$ cat src/rtl/mem_arbiter.sv
// mem_arbiter
//   Shares one data-memory port between the instruction-fetch unit (IFU) and
//   the load/store unit (LSU). Only one access is in flight at a time. Each
//   access passes through three states:
//     IDLE - pick a requester and capture its request fields
//     REQ  - present the captured request to memory until memory accepts it
//     WAIT - wait for the memory response, guarded by a timeout counter
//   When both units are requesting, the grant alternates between them
//   (round-robin).
//
// Ports
//   clk, rst                    clock; asynchronous reset, active-low
//   ifu_req_valid/ready, ifu_addr
//                               IFU request channel (ready is combinational)
//   ifu_rsp_valid/data          IFU response (one-cycle pulse)
//   lsu_req_valid/ready, lsu_wen, lsu_addr, lsu_wdata, lsu_wmask
//                               LSU request channel (ready is combinational)
//   lsu_rsp_valid/data          LSU response (one-cycle pulse; data is 0 for stores)
//   mem_req_valid/ready, mem_wen, mem_addr, mem_wdata, mem_wmask
//                               request to memory, driven from the captured fields
//   mem_rsp_valid/data          memory response (only looked at in WAIT)
//   err                         sticky timeout flag
module mem_arbiter #(
  parameter int ADDR_W  = 32,
  parameter int DATA_W  = 32,
  parameter int TIMEOUT = 255
) (
  input  logic                clk,
  input  logic                rst,
  input  logic                ifu_req_valid,
  output logic                ifu_req_ready,
  input  logic [ADDR_W-1:0]   ifu_addr,
  output logic                ifu_rsp_valid,
  output logic [DATA_W-1:0]   ifu_rsp_data,
  input  logic                lsu_req_valid,
  output logic                lsu_req_ready,
  input  logic                lsu_wen,
  input  logic [ADDR_W-1:0]   lsu_addr,
  input  logic [DATA_W-1:0]   lsu_wdata,
  input  logic [DATA_W/8-1:0] lsu_wmask,
  output logic                lsu_rsp_valid,
  output logic [DATA_W-1:0]   lsu_rsp_data,
  output logic                mem_req_valid,
  input  logic                mem_req_ready,
  output logic                mem_wen,
  output logic [ADDR_W-1:0]   mem_addr,
  output logic [DATA_W-1:0]   mem_wdata,
  output logic [DATA_W/8-1:0] mem_wmask,
  input  logic                mem_rsp_valid,
  input  logic [DATA_W-1:0]   mem_rsp_data,
  output logic                err
);

  localparam int MASK_W = DATA_W / 8;
  localparam int CNT_W  = $clog2(TIMEOUT + 1);

  typedef enum logic [1:0] {S_IDLE, S_REQ, S_WAIT} state_e;

  state_e              state_q, state_d;
  logic                last_lsu_q, last_lsu_d;    // 1: the LSU held the last grant
  logic                owner_lsu_q, owner_lsu_d;  // 1: the LSU owns the in-flight access
  logic                wen_q, wen_d;
  logic [ADDR_W-1:0]   addr_q, addr_d;
  logic [DATA_W-1:0]   wdata_q, wdata_d;
  logic [MASK_W-1:0]   wmask_q, wmask_d;
  logic [CNT_W-1:0]    cnt_q, cnt_d;
  logic                ifu_rsp_valid_q, ifu_rsp_valid_d;
  logic [DATA_W-1:0]   ifu_rsp_data_q, ifu_rsp_data_d;
  logic                lsu_rsp_valid_q, lsu_rsp_valid_d;
  logic [DATA_W-1:0]   lsu_rsp_data_q, lsu_rsp_data_d;
  logic                err_q, err_d;

  logic grant_ifu, grant_lsu;

  // When both units request, grant the one that did not win last time.
  assign grant_ifu = ifu_req_valid & (~lsu_req_valid | last_lsu_q);
  assign grant_lsu = lsu_req_valid & (~ifu_req_valid | ~last_lsu_q);

  always_comb begin
    state_d         = state_q;
    last_lsu_d      = last_lsu_q;
    owner_lsu_d     = owner_lsu_q;
    wen_d           = wen_q;
    addr_d          = addr_q;
    wdata_d         = wdata_q;
    wmask_d         = wmask_q;
    cnt_d           = cnt_q;
    ifu_rsp_valid_d = 1'b0;
    ifu_rsp_data_d  = ifu_rsp_data_q;
    lsu_rsp_valid_d = 1'b0;
    lsu_rsp_data_d  = lsu_rsp_data_q;
    err_d           = err_q;
    ifu_req_ready   = 1'b0;
    lsu_req_ready   = 1'b0;

    case (state_q)
      S_IDLE: begin
        // The ready signals are gated with rst so that they drop as soon as
        // reset is asserted, even though the state register already reads IDLE.
        ifu_req_ready = grant_ifu & rst;
        lsu_req_ready = grant_lsu & rst;
        if (grant_ifu) begin
          addr_d      = ifu_addr;
          wen_d       = 1'b0;
          wdata_d     = '0;
          wmask_d     = '0;
          owner_lsu_d = 1'b0;
          last_lsu_d  = 1'b0;
          state_d     = S_REQ;
        end else if (grant_lsu) begin
          addr_d      = lsu_addr;
          wen_d       = lsu_wen;
          wdata_d     = lsu_wdata;
          wmask_d     = lsu_wmask;
          owner_lsu_d = 1'b1;
          last_lsu_d  = 1'b1;
          state_d     = S_REQ;
        end
      end
      S_REQ: begin
        if (mem_req_ready) begin
          state_d = S_WAIT;
          cnt_d   = '0;
        end
      end
      S_WAIT: begin
        cnt_d = cnt_q + CNT_W'(1);
        if (mem_rsp_valid) begin
          if (owner_lsu_q) begin
            lsu_rsp_valid_d = 1'b1;
            lsu_rsp_data_d  = wen_q ? '0 : mem_rsp_data;
          end else begin
            ifu_rsp_valid_d = 1'b1;
            ifu_rsp_data_d  = mem_rsp_data;
          end
          state_d = S_IDLE;
        end else if (cnt_q == CNT_W'(TIMEOUT - 1)) begin
          // Abort: the response pulse is registered in the same way as a
          // normal response and carries zero data.
          err_d = 1'b1;
          if (owner_lsu_q) begin
            lsu_rsp_valid_d = 1'b1;
            lsu_rsp_data_d  = '0;
          end else begin
            ifu_rsp_valid_d = 1'b1;
            ifu_rsp_data_d  = '0;
          end
          state_d = S_IDLE;
        end
      end
      default: state_d = S_IDLE;
    endcase
  end

  always_ff @(posedge clk or negedge rst) begin
    if (!rst) begin
      state_q         <= S_IDLE;
      last_lsu_q      <= 1'b1;
      owner_lsu_q     <= 1'b0;
      wen_q           <= 1'b0;
      addr_q          <= '0;
      wdata_q         <= '0;
      wmask_q         <= '0;
      cnt_q           <= '0;
      ifu_rsp_valid_q <= 1'b0;
      ifu_rsp_data_q  <= '0;
      lsu_rsp_valid_q <= 1'b0;
      lsu_rsp_data_q  <= '0;
      err_q           <= 1'b0;
    end else begin
      state_q         <= state_d;
      last_lsu_q      <= last_lsu_d;
      owner_lsu_q     <= owner_lsu_d;
      wen_q           <= wen_d;
      addr_q          <= addr_d;
      wdata_q         <= wdata_d;
      wmask_q         <= wmask_d;
      cnt_q           <= cnt_d;
      ifu_rsp_valid_q <= ifu_rsp_valid_d;
      ifu_rsp_data_q  <= ifu_rsp_data_d;
      lsu_rsp_valid_q <= lsu_rsp_valid_d;
      lsu_rsp_data_q  <= lsu_rsp_data_d;
      err_q           <= err_d;
    end
  end

  assign mem_req_valid = (state_q == S_REQ);
  assign mem_wen       = wen_q;
  assign mem_addr      = addr_q;
  assign mem_wdata     = wdata_q;
  assign mem_wmask     = wmask_q;
  assign ifu_rsp_valid = ifu_rsp_valid_q;
  assign ifu_rsp_data  = ifu_rsp_data_q;
  assign lsu_rsp_valid = lsu_rsp_valid_q;
  assign lsu_rsp_data  = lsu_rsp_data_q;
  assign err           = err_q;

endmodule
$ cat config.mk
export PLATFORM = sky130hd
export DESIGN_NAME = mem_arbiter
export DESIGN_NICKNAME = d
export VERILOG_FILES = /design/src/rtl/mem_arbiter.sv
export SDC_FILE = /design/constraint.sdc
export NUM_CORES = 1
export LEC_CHECK = 0
export ABC_AREA = 0
export CAP_MARGIN = 40
export CORE_MARGIN = 8
export CORE_UTILIZATION = 35
export DETAILED_ROUTE_END_ITERATION = 8
export PLACE_DENSITY_LB_ADDON = 0.1
export SKIP_CTS_REPAIR_TIMING = 1
export SYNTH_ARGS = -nofsm -noshare
export SYNTH_HDL_FRONTEND = slang
export SYNTH_SLANG_ARGS = --single-unit
$ cat constraint.sdc
create_clock -name clk -period 2.7 [get_ports clk]
set_input_delay 0.27 -clock clk [delete_from_list [all_inputs] [get_ports clk]]
set_output_delay 0.27 -clock clk [all_outputs]
set_load 0.02 [all_outputs]
==> results.json, run 1 <==
{
  "outcome": "completed",
  "reg2reg_slack_ns": 0.52,
  "max_freq_ghz": 0.398,
  "post-dp-hpwl_um": 16900,
  "clockBufferDepth": 2,
  "clock_latency_ns": 0.42,
  "ios": 278,
  "cp_cell_sequence": "nor2_2 > and3_1 > and2_1 > clkdlybuf4s50_1",
  "cts_buffers": 17,
  "r2r_cells": 4,
  "netlist_area_sq_um": 6990,
  "ys_warn_count": 0,
  "synth_edf_count": 0,
  "r2r_start": "state_q[0]",
  "start_util_pct": 35.8,
  "dieArea_sq_um": 24800,
  "syn-num-nets": 804,
  "grt_busiest_layer": "met2",
  "synth_cells": 663,
  "start_kind": "flop",
  "ant_nets": 0,
  "yosys.area.top_type": "dfrtp_1",
  "firstDrtPassIters": 4,
  "worst_setup_path_end_kind": "output pin",
  "drv_slew": 0,
  "slowest_delay_ns": 0.64,
  "p_sw_share_pct": 38.4,
  "ys_async_sr_fraction_pct": 100,
  "globalplace.congestion": 0.818,
  "num_vias": 6174,
  "met2_usage_pct": 29.5,
  "area_growth_pct": 50.6,
  "worst_slew_pin_slew_ns": 0.845,
  "path_class": "reg -> out",
  "crit_arrival_ns": 2.24,
  "cts-root-buf": "clkbuf_16",
  "syn-mean-instance-area_sq_um": 10.5,
  "rows": 51,
  "viasPerCell": 5.20,
  "worst_ep_required_time_ns": 2.43,
  "setup_violations": 0,
  "drv_cap": 0,
  "synth_top_area_share_pct": 52.6,
  "core_area_sq_um": 19500,
  "leakagePower_uw": 0.00458,
  "grt_pass1_vias": 6647,
  "drc": 0,
  "crit_family": "simple AND/OR/NAND/NOR gates",
  "path_clk_slew_ns": 0.07,
  "finalCriticalPeriod_ns": 2.51,
  "wire_per_inst_um": 20.0,
  "drive_gt1_share_pct": 8.56,
  "worst_ir_drop_vdd_uv": 485,
  "hold_viol": 0,
  "grt_first_pass_wirelength_um": 36900,
  "p_seq_share_pct": 32.8,
  "cts_tree": "done",
  "period_share_pct": 93.0,
  "cp_max_fo": 11,
  "synthFlopType": "dfrtp_1",
  "yosysMostFrequentCell": "dfrtp_1",
  "grt_max_degree": 67,
  "internal-power_uw": 6900,
  "wl_um": 23800,
  "drt_iter0_drc": 342,
  "powerDensity_nw_per_um2": 1060,
  "grt-ovfl-total": 0,
  "switching_power_uw": 4290,
  "skew_ns": 0.0108,
  "ys_top_cells_by_area": "dfrtp_1 (53%), a22o_1 (4.6%), nand4b_1 (4.0%)",
  "ys_ff_latch": 148,
  "grt_setup_unrepaired": "false",
  "htree_levels": 4,
  "clock_sinks": 148,
  "fin_nets": 1051,
  "grt_use_met1_pct": 23.6,
  "die_w_um": 157,
  "crit_slowest_cell": "clkdlybuf4s50_1",
  "pwr-share-clk_pct": 21.1,
  "grtUsageMet3_pct": 8.03,
  "min_path_type": "in -> async",
  "synth_cell_types": 45,
  "antenna_found_initial": 0,
  "fin_setup_tns_ns": 0,
  "port_buffers": 277,
  "r2r-end": "mem_wdata[24]",
  "grt_usage_pct": 19.1,
  "seq_area_frac_synth_pct": 53.0,
  "die_h_um": 157,
  "max_slew_margin_pct": 43.6,
  "p_comb_share_pct": 46.1,
  "final_area_sq_um": 10500,
  "synth_common_cells": "dfrtp_1 (147), inv_1 (69), o21ai_0 (39)",
  "dpl_cell_area_sq_um": 9930,
  "insertedDiodeCount": 0,
  "critical_path_buf_inv_count": 1
}
==> how the worst max path moves through the flow <==
stage | slack, ns | from | endpoint | depth (start not counted)
6_report | 0.19 | state_q[0] | lsu_req_ready | 4
3_5_place_dp | 0.49 | ifu_req_valid | mem_wdata[9] | 5
5_1_grt | 0.03 | state_q[0] | lsu_req_ready | 4
3_3_place_gp | 0.56 | lsu_req_valid | lsu_req_ready | 4
4_1_cts | 0.12 | state_q[0] | lsu_req_ready | 4
2_1_floorplan | 1.04 | state_q[0] | lsu_req_ready | 6
==> power by group through the flow <==
stage	sequential [uW]	clock [uW]	combinational, uW
6_report	3670	2360	5160
5_1_grt	3790	2530	5560
4_1_cts	3670	2420	5210
3_5_place_dp	3670	0	5220
3_3_place_gp	3650	0	5140
2_1_floorplan	4480	0	1990
==> logic make-up after synthesis <==
family          after synthesis  synth area share [%]
compound gates              246                  24.3
fa+ha+maj                     2                 0.358
buf+inv                     134                  8.80
flops                       148                  53.0
mux                           2                 0.304
simple gates                131                  13.3
==> routing by layer <==
metal,part of all wire (%),up-vias
li1,-,2890
met5,0,-
met1,43,3024
met4,1.8,0
met3,10,24
met2,45,236
==> area by class of cell <==
| class | instances | area, sq um |
|---|---|---|
| multi-input cells | 381 | 2710 |
| fillers | 1770 | 9000 |
| clock inverters | 11 | 114 |
| repair buffers | 293 | 2930 |
| flip-flops and latches | 148 | 3700 |
| clock buffers | 21 | 480 |
| inverters | 69 | 259 |
| well taps | 265 | 332 |
==> registers in the layout, indices dropped and copies added, names as in the netlist <==
signal and flops:
ifu_rsp_data 32, lsu_rsp_data 32, mem_addr 32, mem_wdata 32
cnt_q 8, mem_wmask 4, state_q 2, err 1
ifu_rsp_valid 1, last_lsu_q 1, lsu_rsp_valid 1, mem_wen 1
owner_lsu_q 1
==> placed cells by master (no fill, tap or decap), types with 29 or more instances in the layout <==
cell type,instances
o21ai_1,29
nand3b_1,35
nand4b_1,32
o21ai_0,39
nand2b_1,33
a31oi_1,33
clkdlybuf4s50_1,276
inv_1,69
a22o_1,37
a21oi_1,33
o211ai_1,33
dfrtp_1,147
==> metrics by stage <==
step                total power [uW]  hold WS, ns  instances  utilization, %  setup slack [ns]
global route                   11900        0.280       1188            53.9            0.0312
CTS                            11300       -0.349       1187            53.9             0.118
finish                         11200        0.253       1188            53.9             0.190
detailed placement              8880        0.102       1155            50.8             0.494
floorplan                       6470      -0.0256        663               -              1.04
global placement                8790       0.0990       1154            50.7             0.561
No activity file was read; power rests on OpenSTA's default activity.
==> run 2: changes to the inputs <==
Clock period 2.7 ns to 3.2 ns, I/O delays scaled along.
==> run 2 against run 1 <==
  * Clock skew shrank 0.0014 ns
  * Register-to-register slack better by 0.34 ns
  * Combinational power down 16%
  * First-iteration DRC count increased by 5.6%
  * Sequential share of layout area grew 0.19 points
  * Clock power decreased by 19%
==> results.json, run 2 (synthesis results as in run 1) <==
{
  "skew_ns": 0.00944,
  "antenna_found_initial": 1,
  "r2r_start": "state_q[0]",
  "firstDrtPassIters": 4,
  "crit_family": "simple AND/OR/NAND/NOR gates",
  "cts-root-buf": "clkbuf_16",
  "rows": 51,
  "drc": 0,
  "min_path_type": "in -> async",
  "grt_pass1_vias": 6443,
  "n_fill_cell": 1737,
  "insertedDiodeCount": 0,
  "start_util_pct": 35.8,
  "area_growth_pct": 49.8,
  "drv_slew": 0,
  "drv_cap": 0,
  "r2r_cells": 4,
  "die_w_um": 157,
  "fin_setup_tns_ns": 0,
  "cts_tree": "done",
  "grt_max_degree": 101,
  "num_vias": 6231,
  "max_freq_ghz": 0.358,
  "r2r-end": "mem_wdata[15]",
  "globalplace.congestion": 0.818,
  "final_cell_mix": "clkdlybuf4s50_1 (276), dfrtp_1 (147), inv_1 (69)",
  "topRoutingLayerUsed": "met5",
  "wl_um": 24000,
  "layout_commonest_cell": "clkdlybuf4s50_1",
  "reg2reg_slack_ns": 0.86,
  "final_area_sq_um": 10500,
  "htree_levels": 4,
  "pwr-share-clk_pct": 20.3,
  "switching_power_uw": 3670,
  "die_h_um": 157,
  "dieArea_sq_um": 24800,
  "cp_cell_sequence": "nor2_2 > and3_1 > and2_1 > clkdlybuf4s50_1",
  "wl_met1_um": 10100,
  "worst_ir_drop_vdd_uv": 437,
  "grt-ovfl-total": 0,
  "fin_nets": 1050,
  "grt_usage_pct": 19.1,
  "clock_latency_ns": 0.42,
  "p_seq_share_pct": 33.1,
  "wl_met2_um": 10700,
  "cts_buffers": 17,
  "powerDensity_nw_per_um2": 893,
  "clockBufferDepth": 2,
  "viasPerCell": 5.25,
  "core_area_sq_um": 19500,
  "post-dp-hpwl_um": 16800,
  "slowest_delay_ns": 0.64,
  "p_comb_share_pct": 46.6,
  "worst_setup_path_end_kind": "output pin",
  "worst_ep_required_time_ns": 2.88,
  "hold_viol": 0,
  "finalCriticalPeriod_ns": 2.79,
  "critical_path_buf_inv_count": 1,
  "p_sw_share_pct": 39.2,
  "start_kind": "flop",
  "max_slew_margin_pct": 43.5,
  "path_class": "reg -> out",
  "route.met3.wl_um": 2650,
  "grt_setup_unrepaired": "false",
  "grt_first_pass_wirelength_um": 36700,
  "cp_max_fo": 13,
  "ant_nets": 0,
  "port_buffers": 277,
  "wire_per_inst_um": 20.2,
  "ios": 278,
  "clock_sinks": 148,
  "worst_slew_pin_slew_ns": 0.847,
  "crit_slowest_cell": "clkdlybuf4s50_1",
  "crit_arrival_ns": 2.47,
  "leakagePower_uw": 0.00455,
  "drive_gt1_share_pct": 8.46,
  "drt_iter0_drc": 361,
  "internal-power_uw": 5690,
  "period_share_pct": 87.3,
  "outcome": "completed",
  "setup_violations": 0,
  "dpl_cell_area_sq_um": 9910,
  "path_clk_slew_ns": 0.06
}
run 2: layout make-up:
type,instances,area [sq um],share of cell area [%]
clock inverters,14,120,1.15
repair buffers,292,2910,27.8
inverters,69,259,2.47
multi-input cells,381,2710,25.8
flip-flops and latches,148,3700,35.4
well taps,265,332,3.17
clock buffers,18,439,4.19
run 2: worst max path at each step:
stage / from / end / cells past startpoint
2_1_floorplan: state_q[0] / lsu_req_ready / 6
3_3_place_gp: ifu_req_valid / lsu_req_ready / 5
3_5_place_dp: ifu_req_valid / mem_addr[2] / 6
4_1_cts: state_q[0] / lsu_req_ready / 4
5_1_grt: state_q[0] / lsu_req_ready / 4
6_report: state_q[0] / lsu_req_ready / 4
run 2: per-stage QoR:
stage               hold slack, ns  power (uW)  setup WS (ns)  instances  utilization (%)
floorplan                   0.0244        5460           1.49        663                -
global placement             0.303        7410          0.802       1153             50.6
detailed placement           0.307        7510          0.779       1154             50.7
CTS                         -0.148        9460          0.315       1186             53.6
global route                 0.478        9900          0.174       1187             53.6
finish                       0.432        9350          0.406       1187             53.6
run 2: routing by layer:
layer | GRT usage (%) | up-vias
li1 | - | 2898
met4 | 6.26 | 2
met3 | 8.91 | 30
met2 | 29.1 | 271
met5 | 0 | -
met1 | 23.6 | 3030
run 2: worst reg2reg max path, cell delays in order (launching register included):
cell and delay, ns:
dfrtp_1 0.50, nor2_2 0.47, buf_4 0.41, nand2_2 0.48, a22o_1 0.37
run 2: power groups by stage:
| stage | Sequential (uW) | Combinational, uW | Clock [uW] |
|---|---|---|---|
| floorplan | 3780 | 1680 | 0 |
| global placement | 3080 | 4340 | 0 |
| detailed placement | 3090 | 4410 | 0 |
| CTS | 3090 | 4420 | 1940 |
| global route | 3190 | 4690 | 2020 |
| finish | 3100 | 4360 | 1900 |
